[config.mk]
export PLATFORM = sky130hd
export DESIGN_NAME = tt_sweep_eval
export DESIGN_NICKNAME = d
export VERILOG_FILES = /design/src/rtl/tt_sweep_pkg.sv /design/src/rtl/tt_lut_mux.sv /design/src/rtl/tt_sweep_eval.sv
export SDC_FILE = /design/constraint.sdc
export NUM_CORES = 1
export LEC_CHECK = 0
export BUFFER_PORTS_ARGS = -buffer_cell sky130_fd_sc_hd__buf_2
export CAP_MARGIN = 40
export CELL_PAD_IN_SITES_DETAIL_PLACEMENT = 1
export CELL_PAD_IN_SITES_GLOBAL_PLACEMENT = 1
export CORE_ASPECT_RATIO = 0.8
export CORE_UTILIZATION = 45
export DETAILED_ROUTE_END_ITERATION = 8
export PLACE_DENSITY = 0.82
export REMOVE_ABC_BUFFERS = 1
export SLEW_MARGIN = 20
export SYNTH_ARGS = -nofsm -noshare
export SYNTH_HDL_FRONTEND = slang
export SYNTH_SLANG_ARGS = --single-unit
[constraint.sdc]
create_clock -name clk -period 6.9 [get_ports clk]
set_clock_uncertainty 0.1 [all_clocks]
set_input_delay 0 -clock clk [delete_from_list [all_inputs] [get_ports clk]]
set_output_delay 0 -clock clk [all_outputs]
set_load 0.01 [all_outputs]
[src/rtl/tt_sweep_pkg.sv]
// rtl/tt_sweep_pkg.sv - shared types and sizing helpers for tt_sweep_eval
package tt_sweep_pkg;

  typedef enum logic [1:0] {
    IDLE   = 2'd0,
    DRIVE  = 2'd1,
    SAMPLE = 2'd2,
    DONE   = 2'd3
  } sweep_state_e;

  // Truth-table width for n Boolean inputs.
  function automatic int tt_w(input int n);
    return 1 << n;
  endfunction

  // Counter width able to hold 0 .. cycles-1 (at least one bit).
  function automatic int cnt_w(input int cycles);
    return (cycles > 1) ? $clog2(cycles) : 1;
  endfunction

endpackage

[src/rtl/tt_lut_mux.sv]
// rtl/tt_lut_mux.sv - combinational TT_W:1 truth-table bit select
module tt_lut_mux
  import tt_sweep_pkg::*;
#(
  parameter int N_IN = 4
) (
  input  logic [tt_w(N_IN)-1:0] tt_i,
  input  logic [N_IN-1:0]       sel_i,
  output logic                  bit_o
);

  assign bit_o = tt_i[sel_i];

endmodule

[src/rtl/tt_sweep_eval.sv]
// rtl/tt_sweep_eval.sv - truth-table evaluator with exhaustive netlist sweep; option macro TTS_DUT_SYNC_EN
module tt_sweep_eval
  import tt_sweep_pkg::*;
#(
  parameter int                    N_IN    = 4,
  parameter logic [tt_w(N_IN)-1:0] TT_INIT = 16'h09AF,
  parameter int                    SETTLE  = 2
) (
  input  logic                  clk,
  input  logic                  rst,
  input  logic                  tt_wr,
  input  logic [tt_w(N_IN)-1:0] tt_wdata,
  input  logic                  ev_valid,
  output logic                  ev_ready,
  input  logic [N_IN-1:0]       ev_in,
  output logic                  res_valid,
  input  logic                  res_ready,
  output logic                  res_out,
  input  logic                  sw_start,
  output logic                  sw_busy,
  output logic                  sw_done,
  output logic [N_IN-1:0]       dut_in,
  input  logic                  dut_out,
  output logic [N_IN:0]         err_cnt,
  output logic                  err_any,
  output logic [N_IN-1:0]       first_err_idx
);

  localparam int TT_W = tt_w(N_IN);

  logic sample_bit;

`ifdef TTS_DUT_SYNC_EN
  // Two extra drive cycles cover the synchroniser latency.
  localparam int DRIVE_CYC = SETTLE + 2;

  logic [1:0] sync_q;

  // Two-flop synchroniser on the netlist response.
  always_ff @(posedge clk or posedge rst) begin
    if (rst) sync_q <= 2'b00;
    else     sync_q <= {sync_q[0], dut_out};
  end

  assign sample_bit = sync_q[1];
`else
  localparam int DRIVE_CYC = SETTLE;

  assign sample_bit = dut_out;
`endif

  localparam int                CNT_W    = cnt_w(DRIVE_CYC);
  localparam logic [CNT_W-1:0]  CNT_LAST = CNT_W'(DRIVE_CYC - 1);
  localparam logic [N_IN-1:0]   IDX_LAST = {N_IN{1'b1}};

  sweep_state_e    state_q, state_d;
  logic [TT_W-1:0] tt_q, tt_d;
  logic [N_IN-1:0] idx_q, idx_d;
  logic [CNT_W-1:0] cnt_q, cnt_d;
  logic [N_IN:0]   err_cnt_q, err_cnt_d;
  logic            err_any_q, err_any_d;
  logic [N_IN-1:0] first_err_q, first_err_d;
  logic            res_valid_q, res_valid_d;
  logic            res_out_q, res_out_d;

  logic ev_bit;
  logic sw_bit;
  logic ev_fire;

  tt_lut_mux #(.N_IN(N_IN)) u_ev_mux (
    .tt_i  (tt_q),
    .sel_i (ev_in),
    .bit_o (ev_bit)
  );

  tt_lut_mux #(.N_IN(N_IN)) u_sw_mux (
    .tt_i  (tt_q),
    .sel_i (idx_q),
    .bit_o (sw_bit)
  );

  assign sw_busy  = (state_q != IDLE);
  assign sw_done  = (state_q == DONE);
  assign ev_ready = !rst && !sw_busy && (!res_valid_q || res_ready);
  assign ev_fire  = ev_valid && ev_ready;

  assign res_valid     = res_valid_q;
  assign res_out       = res_out_q;
  assign dut_in        = idx_q;
  assign err_cnt       = err_cnt_q;
  assign err_any       = err_any_q;
  assign first_err_idx = first_err_q;

  // Eval result slot and table write; the eval mux reads the pre-write table.
  always_comb begin
    res_valid_d = res_valid_q;
    res_out_d   = res_out_q;
    tt_d        = tt_q;
    if (ev_fire) begin
      res_valid_d = 1'b1;
      res_out_d   = ev_bit;
    end else if (res_ready) begin
      res_valid_d = 1'b0;
    end
    if (tt_wr && (state_q == IDLE)) begin
      tt_d = tt_wdata;
    end
  end

  // Sweep sequencer: drive each vector, let it settle, sample, tally mismatches.
  always_comb begin
    state_d     = state_q;
    idx_d       = idx_q;
    cnt_d       = cnt_q;
    err_cnt_d   = err_cnt_q;
    err_any_d   = err_any_q;
    first_err_d = first_err_q;
    case (state_q)
      IDLE: begin
        if (sw_start) begin
          state_d     = DRIVE;
          idx_d       = '0;
          cnt_d       = '0;
          err_cnt_d   = '0;
          err_any_d   = 1'b0;
          first_err_d = '0;
        end
      end
      DRIVE: begin
        if (cnt_q == CNT_LAST) state_d = SAMPLE;
        else                   cnt_d   = cnt_q + CNT_W'(1);
      end
      SAMPLE: begin
        if (sample_bit != sw_bit) begin
          err_cnt_d = err_cnt_q + (N_IN+1)'(1);
          if (!err_any_q) begin
            err_any_d   = 1'b1;
            first_err_d = idx_q;
          end
        end
        if (idx_q == IDX_LAST) begin
          state_d = DONE;
        end else begin
          idx_d   = idx_q + N_IN'(1);
          cnt_d   = '0;
          state_d = DRIVE;
        end
      end
      DONE:    state_d = IDLE;
      default: state_d = IDLE;
    endcase
  end

  // State registers; reset restores the initial table and aborts any sweep.
  always_ff @(posedge clk or posedge rst) begin
    if (rst) begin
      state_q     <= IDLE;
      tt_q        <= TT_INIT;
      idx_q       <= '0;
      cnt_q       <= '0;
      err_cnt_q   <= '0;
      err_any_q   <= 1'b0;
      first_err_q <= '0;
      res_valid_q <= 1'b0;
      res_out_q   <= 1'b0;
    end else begin
      state_q     <= state_d;
      tt_q        <= tt_d;
      idx_q       <= idx_d;
      cnt_q       <= cnt_d;
      err_cnt_q   <= err_cnt_d;
      err_any_q   <= err_any_d;
      first_err_q <= first_err_d;
      res_valid_q <= res_valid_d;
      res_out_q   <= res_out_d;
    end
  end

endmodule

==> Yosys cells after proc, flatten, opt, wreduce, memory -nomap -nowiden <==
Index checks and enable logic that the tools add are counted.
{ "totals": {"ff_bits": 35, "in_bits": 27, "elab_cells": 67, "output_inout_bits": 19} }
{ "classes": {"mux": 25, "n_addsub": 3, "n_reduce_logical": 18, "magnitude_cmp": 2, "n_eq_ne": 10} }
{ "op_table": {"columns": ["cell", "n"], "rows": [
  ["$mux 4", 4],
  ["$pmux 4 s2", 2],
  ["$lt 4x5->1 const B", 2],
  ["$mux 5", 2],
  ["$ne 2x2->1 const B", 5],
  ["$pmux 5 s2", 1],
  ["$reduce_and 3->1", 3],
  ["$bmux 1 s4", 2],
  ["$mux 1", 8],
  ["$pmux 2 s4", 1],
  ["$mux 2", 3],
  ["$reduce_bool 2->1", 3],
  ["$add 5x1->5 const B", 1],
  ["$add 4x1->4 const B", 1],
  ["$eq 2x2->1 const B", 2],
  ["$eq 4x4->1 const B", 1],
  ["$logic_and 1x1->1", 4],
  ["$reduce_and 4->1", 1],
  ["$logic_not 1->1", 3],
  ["$pmux 1 s3", 1],
  ["$reduce_bool 3->1", 1],
  ["$eq 2x1->1 const B", 1],
  ["$logic_not 2->1", 1],
  ["$pmux 1 s2", 1],
  ["4 further kinds", 4]
]} }

==> Logic depth before layout (Yosys ltp) <==
{ "depth": {"depth_word": 6, "mapped_depth": 6, "mapped_depth_nobuf": 5} }

==> Hierarchy <==
From an unflattened synthesis, not the netlist that was laid out.
{ "unflattened": {"cells_unflattened": 141, "area_unflattened_um2": 1878.1} }
{ "by_module_without_submodules": {"columns": ["mod", "cells_each", "instances", "seq_area_each_um2", "area_each_um2"], "rows": [
  ["tt_sweep_eval", 127, 1, 885.8, 1607.8],
  ["tt_lut_mux", 7, 2, 0.0, 135.1]
]} }

==> Worst setup path after synthesis <==
Ideal clock, no wire load.
{ "synth_path": {"kind": "reg-to-reg", "from": "reg idx_q[1], in the netlist dut_in[1]", "to": "reg err_cnt_q[3], in the netlist err_cnt[3]", "period_less_slack_ns": 2.674, "path_stages_with_launch": 7, "required_time_ns": 6.731, "n_path_buf": 1, "setup_time_ns": 0.069, "t_arrival_ns": 2.505, "path_slack_ns": 4.226, "cell_sequence": "dfrtp_1 > buf_2 > mux4_1 > mux4_2 > xnor2_4 > or4_2 > nand3_1"} }
{ "synth_between": {"elab_chain_len": 5} }
{ "synth_rtl": {"columns": ["element", "line", "text"], "rows": [
  ["start: declaration", "tt_sweep_eval.sv:58", "logic [N_IN-1:0] idx_q, idx_d;"],
  ["start signal: assignment", "tt_sweep_eval.sv:169", "idx_q <= idx_d;"],
  ["$bmux 1 s4", "tt_lut_mux.sv:12", "assign bit_o = tt_i[sel_i];"],
  ["$mux 1 (not written as such)", "tt_lut_mux.sv:12", null],
  ["$ne 1x1->1", "tt_sweep_eval.sv:134", "if (sample_bit != sw_bit) begin"],
  ["$ne 2x2->1 (no source line)", null, null],
  ["$reduce_and 3->1 (no source line)", null, null],
  ["end signal: assignment", "tt_sweep_eval.sv:171", "err_cnt_q <= err_cnt_d;"],
  ["end: declaration", "tt_sweep_eval.sv:60", "logic [N_IN:0] err_cnt_q, err_cnt_d;"]
]} }
Every way passes these cells. The select of a mux whose other input is x is not followed.
A chain may end at the register's enable or synchronous reset.

==> Worst setup path after layout <==
{ "layout_path": {"from": "reg idx_q[2], in the netlist dut_in[2]", "to": "reg err_cnt_q[3], in the netlist err_cnt[3]"} }
The elaborated chain is that of the path after synthesis.

==> impl_summary.txt <==
----------------------------------------------------
[Status]
  Run status ... finished, final reports clean

[Routing]
  DR vias/cell ... 5.41
  Average routed wire per standard cell ... 18.0 microns
  DRT iter0 DRCs ... 43
  Wire length reported by the detailed router ... 4.65 mm
  1st-pass router iterations ... 6
  Final ANT Viol Nets ... 0
  Via total after detailed routing ... 1397
  Final routed DRC violation total ... 0

[Clock tree]
  Maximum clock path buffer count ... 2
  Quantity of hold-fixing buffers added after cts ... 19
  Later-pin clock latency in the skew report ... 290 ps
  H-tree lvl count ... 2
  Clock root buffer ... sky130_fd_sc_hd__clkbuf_8
  Clock buffer count from CTS ... 5
  Clock sink count ... 35
  CTS clock-pin slew for the worst setup and hold paths ... 70 ps
  CTS tree ... done
  PostCTS Resize Cnt ... 0
  Post-CTS Repair Setup Buffers ... 0

[Synthesis]
  Post-synthesis instance area ... 1780 sq um
  Xor and xnor fraction of the mapped netlist area ... 1.54%
  Share of async-settable or async-resettable flops after synthesis ... 100%
  Adder and majority gate portion of the synthesized area ... 1.40%
  Number of cells produced by synthesis ... 135
  Dominant combinational cell family by area after synthesis ... multiplexers
  Library cells used by synthesis ... 30
  Ranking of synthesized cells by area ... sky130_fd_sc_hd__dfrtp_1 38%, sky130_fd_sc_hd__mux2_2 12%, sky130_fd_sc_hd__dfstp_2 12%
  Area leader, netlist ... sky130_fd_sc_hd__dfrtp_1
  Most instantiated flip-flop cell in the synthesis netlist ... sky130_fd_sc_hd__dfrtp_1
  Number of synthesized flops with an enable pin ... 0
  Count of synthesis-stage warnings from yosys ... 0
  Yosys reg bits ... 35
  Area share of and/or/nand/nor cells after synthesis ... 11.3%
  Share of cell area taken by muxes after synthesis ... 25.5%
  Seq/Total Area, Yosys ... 49.7%
  Synth top area share ... 37.9%
  Post-synth top cells ... 27 x sky130_fd_sc_hd__dfrtp_1, 19 x sky130_fd_sc_hd__mux2_2, 13 x sky130_fd_sc_hd__nand2_1, 8 x sky130_fd_sc_hd__dfstp_2, 7 x sky130_fd_sc_hd__nand3_1
  Most frequently used cell type in the post-synthesis netlist ... sky130_fd_sc_hd__dfrtp_1
  Post-synthesis area per instance ... 13.2 sq um
  Synth Area in Compound Gates ... 8.15%

[Power]
  Net load switching power ... 174 uW
  Static leakage power ... 0.00108 uW
  Maximum vdd ir drop ... 0.137 mV
  Power per cell area ... 250 nW/um^2
  Switching power share of the total ... 29.6%
  Proportion of power drawn by flip-flops and latches ... 46.5%
  Int Power ... 412 uW
  Gate power share ... 25.4%
  Clock network power share ... 28.1%

[Floorplanning]
  Cell row count ... 20
  Die W ... 72.4 microns
  Initial Utilization ... 46.8%
  Vertical die dimension ... 58.3 microns
  Die footprint ... 4220 sq um
  CORE AREA ... 3800 sq um
  IO Count ... 46

[Worst setup path]
  Reg2Reg Depth ... 5
  Endpoint class of the critical path ... flop
  Startpoint types ... flop
  Slowest stage cell, crit path ... sky130_fd_sc_hd__or4_2
  Required time of the critical path ... 7030 ps
  Worst r2r src ... dut_in[2]$_DFFE_PP0P_
  R2R Path End ... err_cnt[3]$_DFFE_PP0P_
  Setup slack of the worst register-to-register path ... 4060 ps
  Critical Path Max Stage Delay ... 630 ps
  Largest fanout on the critical path ... 11
  Critical-path cell list ... mux4_1, mux4_2, xnor2_4, or4_2, nand3_1
  Critical path start-end classification ... reg -> reg
  Arrival time at the worst endpoint ... 2970 ps

[Timing]
  Final setup violating endpoints ... 0
  Crit path time final ... 2840 ps
  Final-report max-slew violation count ... 0
  Post-route worst setup slack ... 4060 ps
  Setup total negative slack ... 0 ps
  Hold violation count in the final report ... 0
  Actual slew at the worst max-slew pin ... 815 ps
  Max-Slew Margin vs Limit ... 45.6%
  Share of the cycle needed by the critical path after routing ... 41.1%
  Maximum achievable frequency ... 353 MHz
  Unrepaired setup endpoints after global routing ... false

[Global routing]
  Vias in the first global route ... 1497
  Largest net degree at the start of global routing ... 36
  Global route overflow ... 0
  First-pass GRT wire length ... 7.58 mm
  Total Routing Usage GR ... 25.1%
  Initial antenna violation count ... 0

[Hold path]
  Hold path cells ... 3
  Start point of the worst min-delay path ... ev_in[3]
  Min-delay worst type ... in -> reg
  End of the worst hold path ... res_out$_DFFE_PP0P_

[Final layout]
  Net total in the final layout ... 231
  Fraction of final layout cells with drive strength greater than 1 ... 48.3%
  Layout overhead on the synthesized area ... 31.8%
  Number of inserted diodes ... 0
  Final design instance area without fill ... 2350 sq um

[Placement]
  Gp weighted congestion ... 0.758
  HPWL reported at the end of detailed placement ... 2.99 mm
  Port buffer count ... 45
  Pre-CTS setup slack ... 4100 ps
  Instance area at placement ... 2060 sq um

[Flow run]
  MaxCap Viol Count ... 0

----------------------------------------------------
[routing by layer]
layer	part of all wire (%)	GRT usage, %
met5	0	0
met4	3.6	13.2
met3	3.7	5.57
met2	52	42.9
met1	41	30.1
[worst max-delay path, delay by kind of cell (launching register included)]
family                    cells  cell delay, ps
muxes                         2            1160
and+or+nand+nor               2             740
xor gates and xnor gates      1             200
DFF                           1             590
[power by group through the flow]
stage                     sequential [uW]  combinational (uW)  clock [uW]
after global routing                  278                 163         174
after global placement                271                 131           0
after CTS                             270                 149         166
final                                 273                 149         165
after detailed placement              274                 139           0
after floorplan                       269                92.6           0
[logic make-up (layout without fill, tap and decap cells)]
kind of cell / count (synthesis) / count (layout)
buffers and inverters: 9 / 77
AND/OR/NAND/NOR: 40 / 40
adder cells (fa/ha/maj): 2 / 2
multiplexers: 29 / 29
AO/OA/AOI/OAI: 19 / 19
XOR/XNOR: 1 / 1
flip-flops: 35 / 35
[how the worst max path moves through the flow]
stage | startpoint | to | slack [ps]
6_report | dut_in[2]$_DFFE_PP0P_ | err_cnt[3]$_DFFE_PP0P_ | 4060
5_1_grt | dut_in[2]$_DFFE_PP0P_ | err_cnt[3]$_DFFE_PP0P_ | 3950
4_1_cts | dut_in[2]$_DFFE_PP0P_ | err_cnt[3]$_DFFE_PP0P_ | 4080
3_5_place_dp | dut_in[2]$_DFFE_PP0P_ | err_cnt[3]$_DFFE_PP0P_ | 4100
3_3_place_gp | dut_in[2]$_DFFE_PP0P_ | err_cnt[4]$_DFFE_PP0P_ | 4200
2_1_floorplan | dut_in[2]$_DFFE_PP0P_ | err_cnt[3]$_DFFE_PP0P_ | 4220
[placed cells by master, fill, tap and decap left out, drive strengths merged]
cell type	synthesis	routed
a21boi	1	1
a21o	3	3
a22o	3	3
and2	1	1
buf	2	46
clkbuf	3	8
dfrtp	27	27
dfstp	8	8
dlygate4sd3	0	19
ha	2	2
inv	4	4
mux2	19	19
mux4	10	10
nand2	13	13
nand2b	3	3
nand3	7	7
nor2	5	5
nor2b	2	2
nor3	4	4
o211ai	3	3
o21ai	4	4
o22ai	1	1
o2bb2ai	4	4
or2	2	2
or4	3	3
xnor2	1	1
[registers in the layout, indices dropped and copies added, names as in the netlist]
name / flops
tt_q: 16
err_cnt: 5
dut_in: 4
first_err_idx: 4
state_q: 2
cnt_q: 1
err_any: 1
res_out: 1
res_valid: 1
[layout make-up]
type | count | area, sq um
fillers | 408 | 1460
multi-input cells | 91 | 856
inverters | 4 | 15.0
clock buffers | 8 | 100
well taps | 55 | 68.8
flip-flops and latches | 35 | 886
repair buffers | 65 | 423
[metrics by stage]
| stage | power, uW | utilization (%) | hold slack, ps | instances |
|---|---|---|---|---|
| after floorplan | 361 | - | -37.8 | 130 |
| after detailed placement | 413 | 54.1 | 55.7 | 231 |
| after global routing | 614 | 61.7 | 35.0 | 258 |
| after CTS | 585 | 61.7 | 35.4 | 258 |
| after global placement | 402 | 54.0 | 24.8 | 231 |
| final | 586 | 61.7 | 42.5 | 258 |
No activity file was read; power rests on OpenSTA's default activity.
